<file path="src/rtl/dds_phase_accum.sv">
// DDS phase accumulator: integrates a tuning word and emits a 10-bit phase for the quadrant-fold stage.
// Optional build macro PHASE_DITHER_EN adds LFSR dither to the phase truncation only.
module dds_phase_accum #(
   parameter int ACC_W = 32,
   parameter int OUT_W = 10
) (
   input  logic             clk,
   input  logic             rst,
   input  logic             en,
   input  logic [ACC_W-1:0] tw_in,
   input  logic             tw_valid,
   output logic             tw_ready,
   input  logic             sync_clr,
   input  logic [OUT_W-1:0] phase_off,
   output logic [OUT_W-1:0] phase_out,
   output logic             phase_valid,
   output logic             wrap
);

   typedef enum logic [1:0] {IDLE, RUN, PEND} state_t;

   state_t           state_q, state_d;
   logic [ACC_W-1:0] acc_q, acc_d;
   logic [ACC_W-1:0] tw_act_q, tw_act_d;
   logic [ACC_W-1:0] tw_shd_q, tw_shd_d;
   logic [OUT_W-1:0] phase_q, phase_d;
   logic             wrap_q, wrap_d;
   logic             ready_q, ready_d;
   logic [ACC_W:0]   sum_w;
   logic [ACC_W-1:0] dith_w;
   logic             hs_w;

   function automatic logic [OUT_W-1:0] trunc_phase(input logic [ACC_W-1:0] a,
                                                    input logic [OUT_W-1:0] off);
      return a[ACC_W-1 -: OUT_W] + off;
   endfunction

   assign sum_w = {1'b0, acc_q} + {1'b0, tw_act_q};
   assign hs_w  = tw_valid & ready_q;

`ifdef PHASE_DITHER_EN
   logic [15:0] lfsr_q;

   always_ff @(posedge clk) begin
      if (rst)
         lfsr_q <= 16'hACE1;
      else if (state_q != IDLE)
         lfsr_q <= {lfsr_q[14:0], lfsr_q[15] ^ lfsr_q[13] ^ lfsr_q[12] ^ lfsr_q[10]};
   end

   assign dith_w = ACC_W'(lfsr_q);
`else
   assign dith_w = '0;
`endif

   always_ff @(posedge clk) begin
      if (rst) begin
         state_q  <= IDLE;
         acc_q    <= '0;
         tw_act_q <= '0;
         tw_shd_q <= '0;
         phase_q  <= '0;
         wrap_q   <= 1'b0;
         ready_q  <= 1'b1;
      end else begin
         state_q  <= state_d;
         acc_q    <= acc_d;
         tw_act_q <= tw_act_d;
         tw_shd_q <= tw_shd_d;
         phase_q  <= phase_d;
         wrap_q   <= wrap_d;
         ready_q  <= ready_d;
      end
   end

   always_comb begin
      state_d  = state_q;
      acc_d    = acc_q;
      tw_act_d = tw_act_q;
      tw_shd_d = tw_shd_q;
      phase_d  = phase_q;
      wrap_d   = 1'b0;

      case (state_q)
         IDLE: begin
            if (hs_w) tw_act_d = tw_in;
            if (en)   state_d  = RUN;
         end
         RUN: begin
            if (!en) begin
               state_d = IDLE;
               if (hs_w) tw_act_d = tw_in;
            end else begin
               acc_d  = sum_w[ACC_W-1:0];
               wrap_d = sum_w[ACC_W];
               if (hs_w) begin
                  tw_shd_d = tw_in;
                  state_d  = PEND;
               end
            end
         end
         PEND: begin
            if (!en) begin
               tw_act_d = tw_shd_q;
               state_d  = IDLE;
            end else if (tw_act_q == '0) begin
               tw_act_d = tw_shd_q;
               state_d  = RUN;
            end else begin
               // The wrap edge itself still uses the old word; the new one starts next cycle.
               acc_d  = sum_w[ACC_W-1:0];
               wrap_d = sum_w[ACC_W];
               if (sum_w[ACC_W]) begin
                  tw_act_d = tw_shd_q;
                  state_d  = RUN;
               end
            end
         end
         default: state_d = IDLE;
      endcase

      if (state_q != IDLE) phase_d = trunc_phase(acc_d + dith_w, phase_off);

      if (sync_clr) begin
         acc_d   = '0;
         wrap_d  = 1'b0;
         phase_d = phase_off;
         if (state_q == PEND) begin
            tw_act_d = tw_shd_q;
            state_d  = RUN;
         end
      end

      ready_d = (state_d != PEND);
   end

   always_comb begin
      tw_ready    = ready_q;
      phase_valid = (state_q != IDLE);
      phase_out   = phase_q;
      wrap        = wrap_q;
   end

endmodule

</file>
<file path="config.mk">
export PLATFORM = sky130hd
export DESIGN_NAME = dds_phase_accum
export DESIGN_NICKNAME = d
export VERILOG_FILES = /design/src/rtl/dds_phase_accum.sv
export SDC_FILE = /design/constraint.sdc
export NUM_CORES = 1
export LEC_CHECK = 0
export ABC_AREA = 1
export CAP_MARGIN = 20
export CELL_PAD_IN_SITES_DETAIL_PLACEMENT = 1
export CELL_PAD_IN_SITES_GLOBAL_PLACEMENT = 1
export CORE_MARGIN = 2
export CORE_UTILIZATION = 38
export DETAILED_ROUTE_END_ITERATION = 7
export PLACE_DENSITY_LB_ADDON = 0.08
export SLEW_MARGIN = 5
export SYNTH_ARGS = -nofsm -noshare
export SYNTH_HDL_FRONTEND = slang
export SYNTH_SLANG_ARGS = --single-unit
</file>
<file path="constraint.sdc">
create_clock -name clk -period 3.89 [get_ports clk]
set_clock_uncertainty 0.1 [all_clocks]
set_input_delay 0.9725 -clock clk [delete_from_list [all_inputs] [get_ports clk]]
set_output_delay 0.9725 -clock clk [all_outputs]
set_load 0.01 [all_outputs]
</file>
==> results by group <==
Outcome
  • Status: finished clean

Drt
  • DRT iter0 DRCs: 370
  • WL/cell: 17.3 um
  • Drt total wl: 27200 um
  • Total number of vias: 8317
  • # DRC: 0
  • DR vias/cell: 5.29
  • Antenna-violating nets left: 0
  • Initial DRT Pass Iterations: 4

Synth
  • Sequential fraction of the synthesis area: 0.287
  • Syn Area/Cell: 6.31 sq um
  • Synth area leader: dfxtp_1
  • Yosys top cell area share: 0.287
  • Ranking of synthesized cells by area: dfxtp_1 29%, nand2_1 17%, a21oi_1 9.5%
  • Yosys warns: 0
  • Syn nets: 1309
  • Synthesized cell area: 7670 sq um
  • Synth cell types: 42
  • Synthesis-stage register bit count: 110
  • Mapped Cells: 1215

Floorplanning
  • Std cell rows: 51
  • Initial Utilization: 0.390
  • Die H: 146 um
  • CORE AREA: 19700 sq um
  • Number of I/O pins: 60
  • Chip width: 146 um
  • Die area: 21300 sq um

Setup path
  • Worst path most repeated cell: nand2_1
  • Critical Path RT: 4.09 ns
  • Worst Path Arrival: 3.88 ns
  • Crit path cell chain: ha_4 > or2_1 > and2_1 > a21oi_2 > o21ai_2 > nand4_1 > o211ai_1 > or2_2 > nand2_1 > nand2_1 > ha_4 > a21oi_2 > nand2_1 > nand2_1 > nand2_1 > a21oi_2 > o21ai_0 > a21oi_1 > xnor2_1 > nand2_1 > a21oi_2
  • R2r startpoint: tw_act_q[2]$_SDFF_PP0_
  • Setup crit end kind: flip-flop
  • Crit path max fanout: 4
  • Kind of critical path: flip-flop to flip-flop
  • CP startpoint kind: flip-flop
  • Crit-path max cell delay: 0.40 ns
  • Crit-path slowest cell: dfxtp_1
  • R2R setup slack: 0.20 ns
  • CP startpoint: tw_act_q[2]$_SDFF_PP0_

Place
  • Final GP Congestion: 0.882
  • Minimum setup slack after placement: -0.160 ns
  • Number of port buffers: 59
  • DPL Wire Length: 19800 um

Clock tree
  • CTS tree: yes
  • Hold Buf Count CTS: 0
  • Htree depth: 3
  • Clock Sinks: 110
  • CTS root buffer: clkbuf_16
  • CTS buffer count: 9
  • Clk_lat worst skew: 0.37 ns
  • Clock slew seen by the registers of the worst setup and hold paths: 0.08 ns
  • Clk buf depth: 2

Power and ir drop
  • Comb pwr share: 0.203
  • Fraction of power spent switching nets: 0.319
  • VDD IR max: 0.182 mV
  • PwrDens: 288 nW/um^2
  • Static Leak: 4.23 nW
  • Total power: 2.72 mW
  • Reg power frac: 0.452
  • Clock share of power: 0.345
  • Pint: 1.85 mW
  • Sw power: 0.868 mW

STA
  • Final Worst Setup Slack: 0.204 ns
  • Worst slew pin tran: 0.714 ns
  • Fin crit period: 3.69 ns
  • Worst slew margin: 0.524
  • Final period util: 0.948
  • # setup viols final: 0
  • Hold Vio Cnt, Final: 0
  • Maximum clock frequency: 271 MHz
  • Setup TNS: 0 ns
  • Fin. max-slew vios: 0

Global routing
  • Vias in the first global route: 8328
  • Initial antenna violation count: 0
  • Largest net degree at the start of global routing: 67
  • Grt ovf: 0
  • First-pass GRT wire length: 43300 um
  • GRT Total Usage: 0.251

Hold path
  • Worst Hold Class: flip-flop to flip-flop
  • Worst hold start: tw_shd_q[22]$_SDFFE_PP0P_

Cells and area
  • Nets: 1395
  • Fillers: 2615
  • Commonest cells after routing, fill and taps aside: 333 x nand2_1, 137 x a21oi_1, 124 x nor2_1
  • Most common cell after layout, fill and taps aside: nand2_1
  • N_diodes: 0
  • Layout cell share with drive strength beyond 1: 0.116
  • P&R area growth vs syn: 22.9%

Flow run
  • Max-Cap Viols: 0
-- flip-flops by register name (all words and copies together) (netlist names) --
name       flops
acc_q         32
wrap           1
tw_act_q      32
tw_shd_q      32
tw_ready       1
state_q        2
phase_out     10
-- per-layer routing --
layer,global-route usage,vias up,share of wire,routed length [um]
met2,0.454,122,0.50,13700
li1,-,4218,-,-
met4,0.0762,0,0.024,642
met3,0.0278,27,0.023,633
met1,0.314,3950,0.45,12300
met5,0,-,0,0
-- Yosys cell counts, drive strengths merged --
cell / number
clkinv: 1
o21ai: 126
xnor2: 4
nand4: 4
a21o: 3
a22oi: 1
o221a: 1
a22o: 1
nor3b: 1
o211ai: 2
a21boi: 3
a211oi: 2
nand3: 40
a311oi: 1
clkbuf: 45
a21oi: 149
nand3b: 3
inv: 112
a31oi: 7
nor3: 11
a32oi: 32
o2111ai: 1
o21bai: 9
o221ai: 1
nand2: 340
buf: 11
ha: 45
fa: 2
nor4: 1
dfxtp: 110
xor2: 11
or2: 9
nor2: 124
and2: 2
-- through the flow --
stage               cells  utilization  cell area, sq um  hold slack [ns]
CTS                  1565        0.468              9200            0.374
global route         1571        0.480              9430            0.385
finish               1571        0.480              9430            0.370
detailed placement   1549        0.453              8900            0.361
floorplan            1215            -              7670            0.341
global placement     1549        0.453              8900            0.355
-- cell families after synthesis --
family / Yosys count / share of synthesized area
and+or+nand+nor: 535 / 0.282
AOI/OAI and AO/OA: 339 / 0.249
buffers and inverters: 169 / 0.0858
DFF: 110 / 0.287
adders and majority gates: 47 / 0.0787
xor gates and xnor gates: 15 / 0.0171
-- power groups by stage --
stage | logic, mW | registers, mW | clock network (mW)
after global routing | 0.618 | 1.23 | 1.00
after global placement | 0.529 | 1.25 | 0
after CTS | 0.544 | 1.23 | 0.963
after detailed placement | 0.539 | 1.25 | 0
after floorplan | 0.319 | 1.24 | 0
final | 0.553 | 1.23 | 0.937
-- what timing repair did --
item / 4_1_cts / 5_1_grt
setup buffers: 0 / 6
setup endpoints to repair: 2 / 5
resized for setup: 5 / 44
pin swaps: 1 / 17
-- worst max-delay path, delay by kind of cell, from the launching register on --
family | cells | cell delay [ns]
AOI/OAI and AO/OA | 8 | 1.19
xor gates and xnor gates | 1 | 0.13
adders and majority gates | 2 | 0.47
DFF | 1 | 0.40
and+or+nand+nor | 10 | 1.32
-- path summary, 6_finish.rpt --
path	cells after the start	to
max reg2reg	21	phase_out[8]$_SDFFE_PP0P_
max	21	phase_out[8]$_SDFFE_PP0P_
min	2	tw_shd_q[22]$_SDFFE_PP0P_
min reg2reg	2	tw_shd_q[22]$_SDFFE_PP0P_
-- layout make-up --
cell class	instances	area [sq um]	area share
multi-input combinational	936	5000	0.531
sequential	110	2210	0.234
timing repair buffer	131	1180	0.125
inverter	113	424	0.0450
tap	265	332	0.0352
clock buffer	9	225	0.0239
clock inverter	7	55.1	0.00584
No activity file was read; power rests on OpenSTA's default activity.
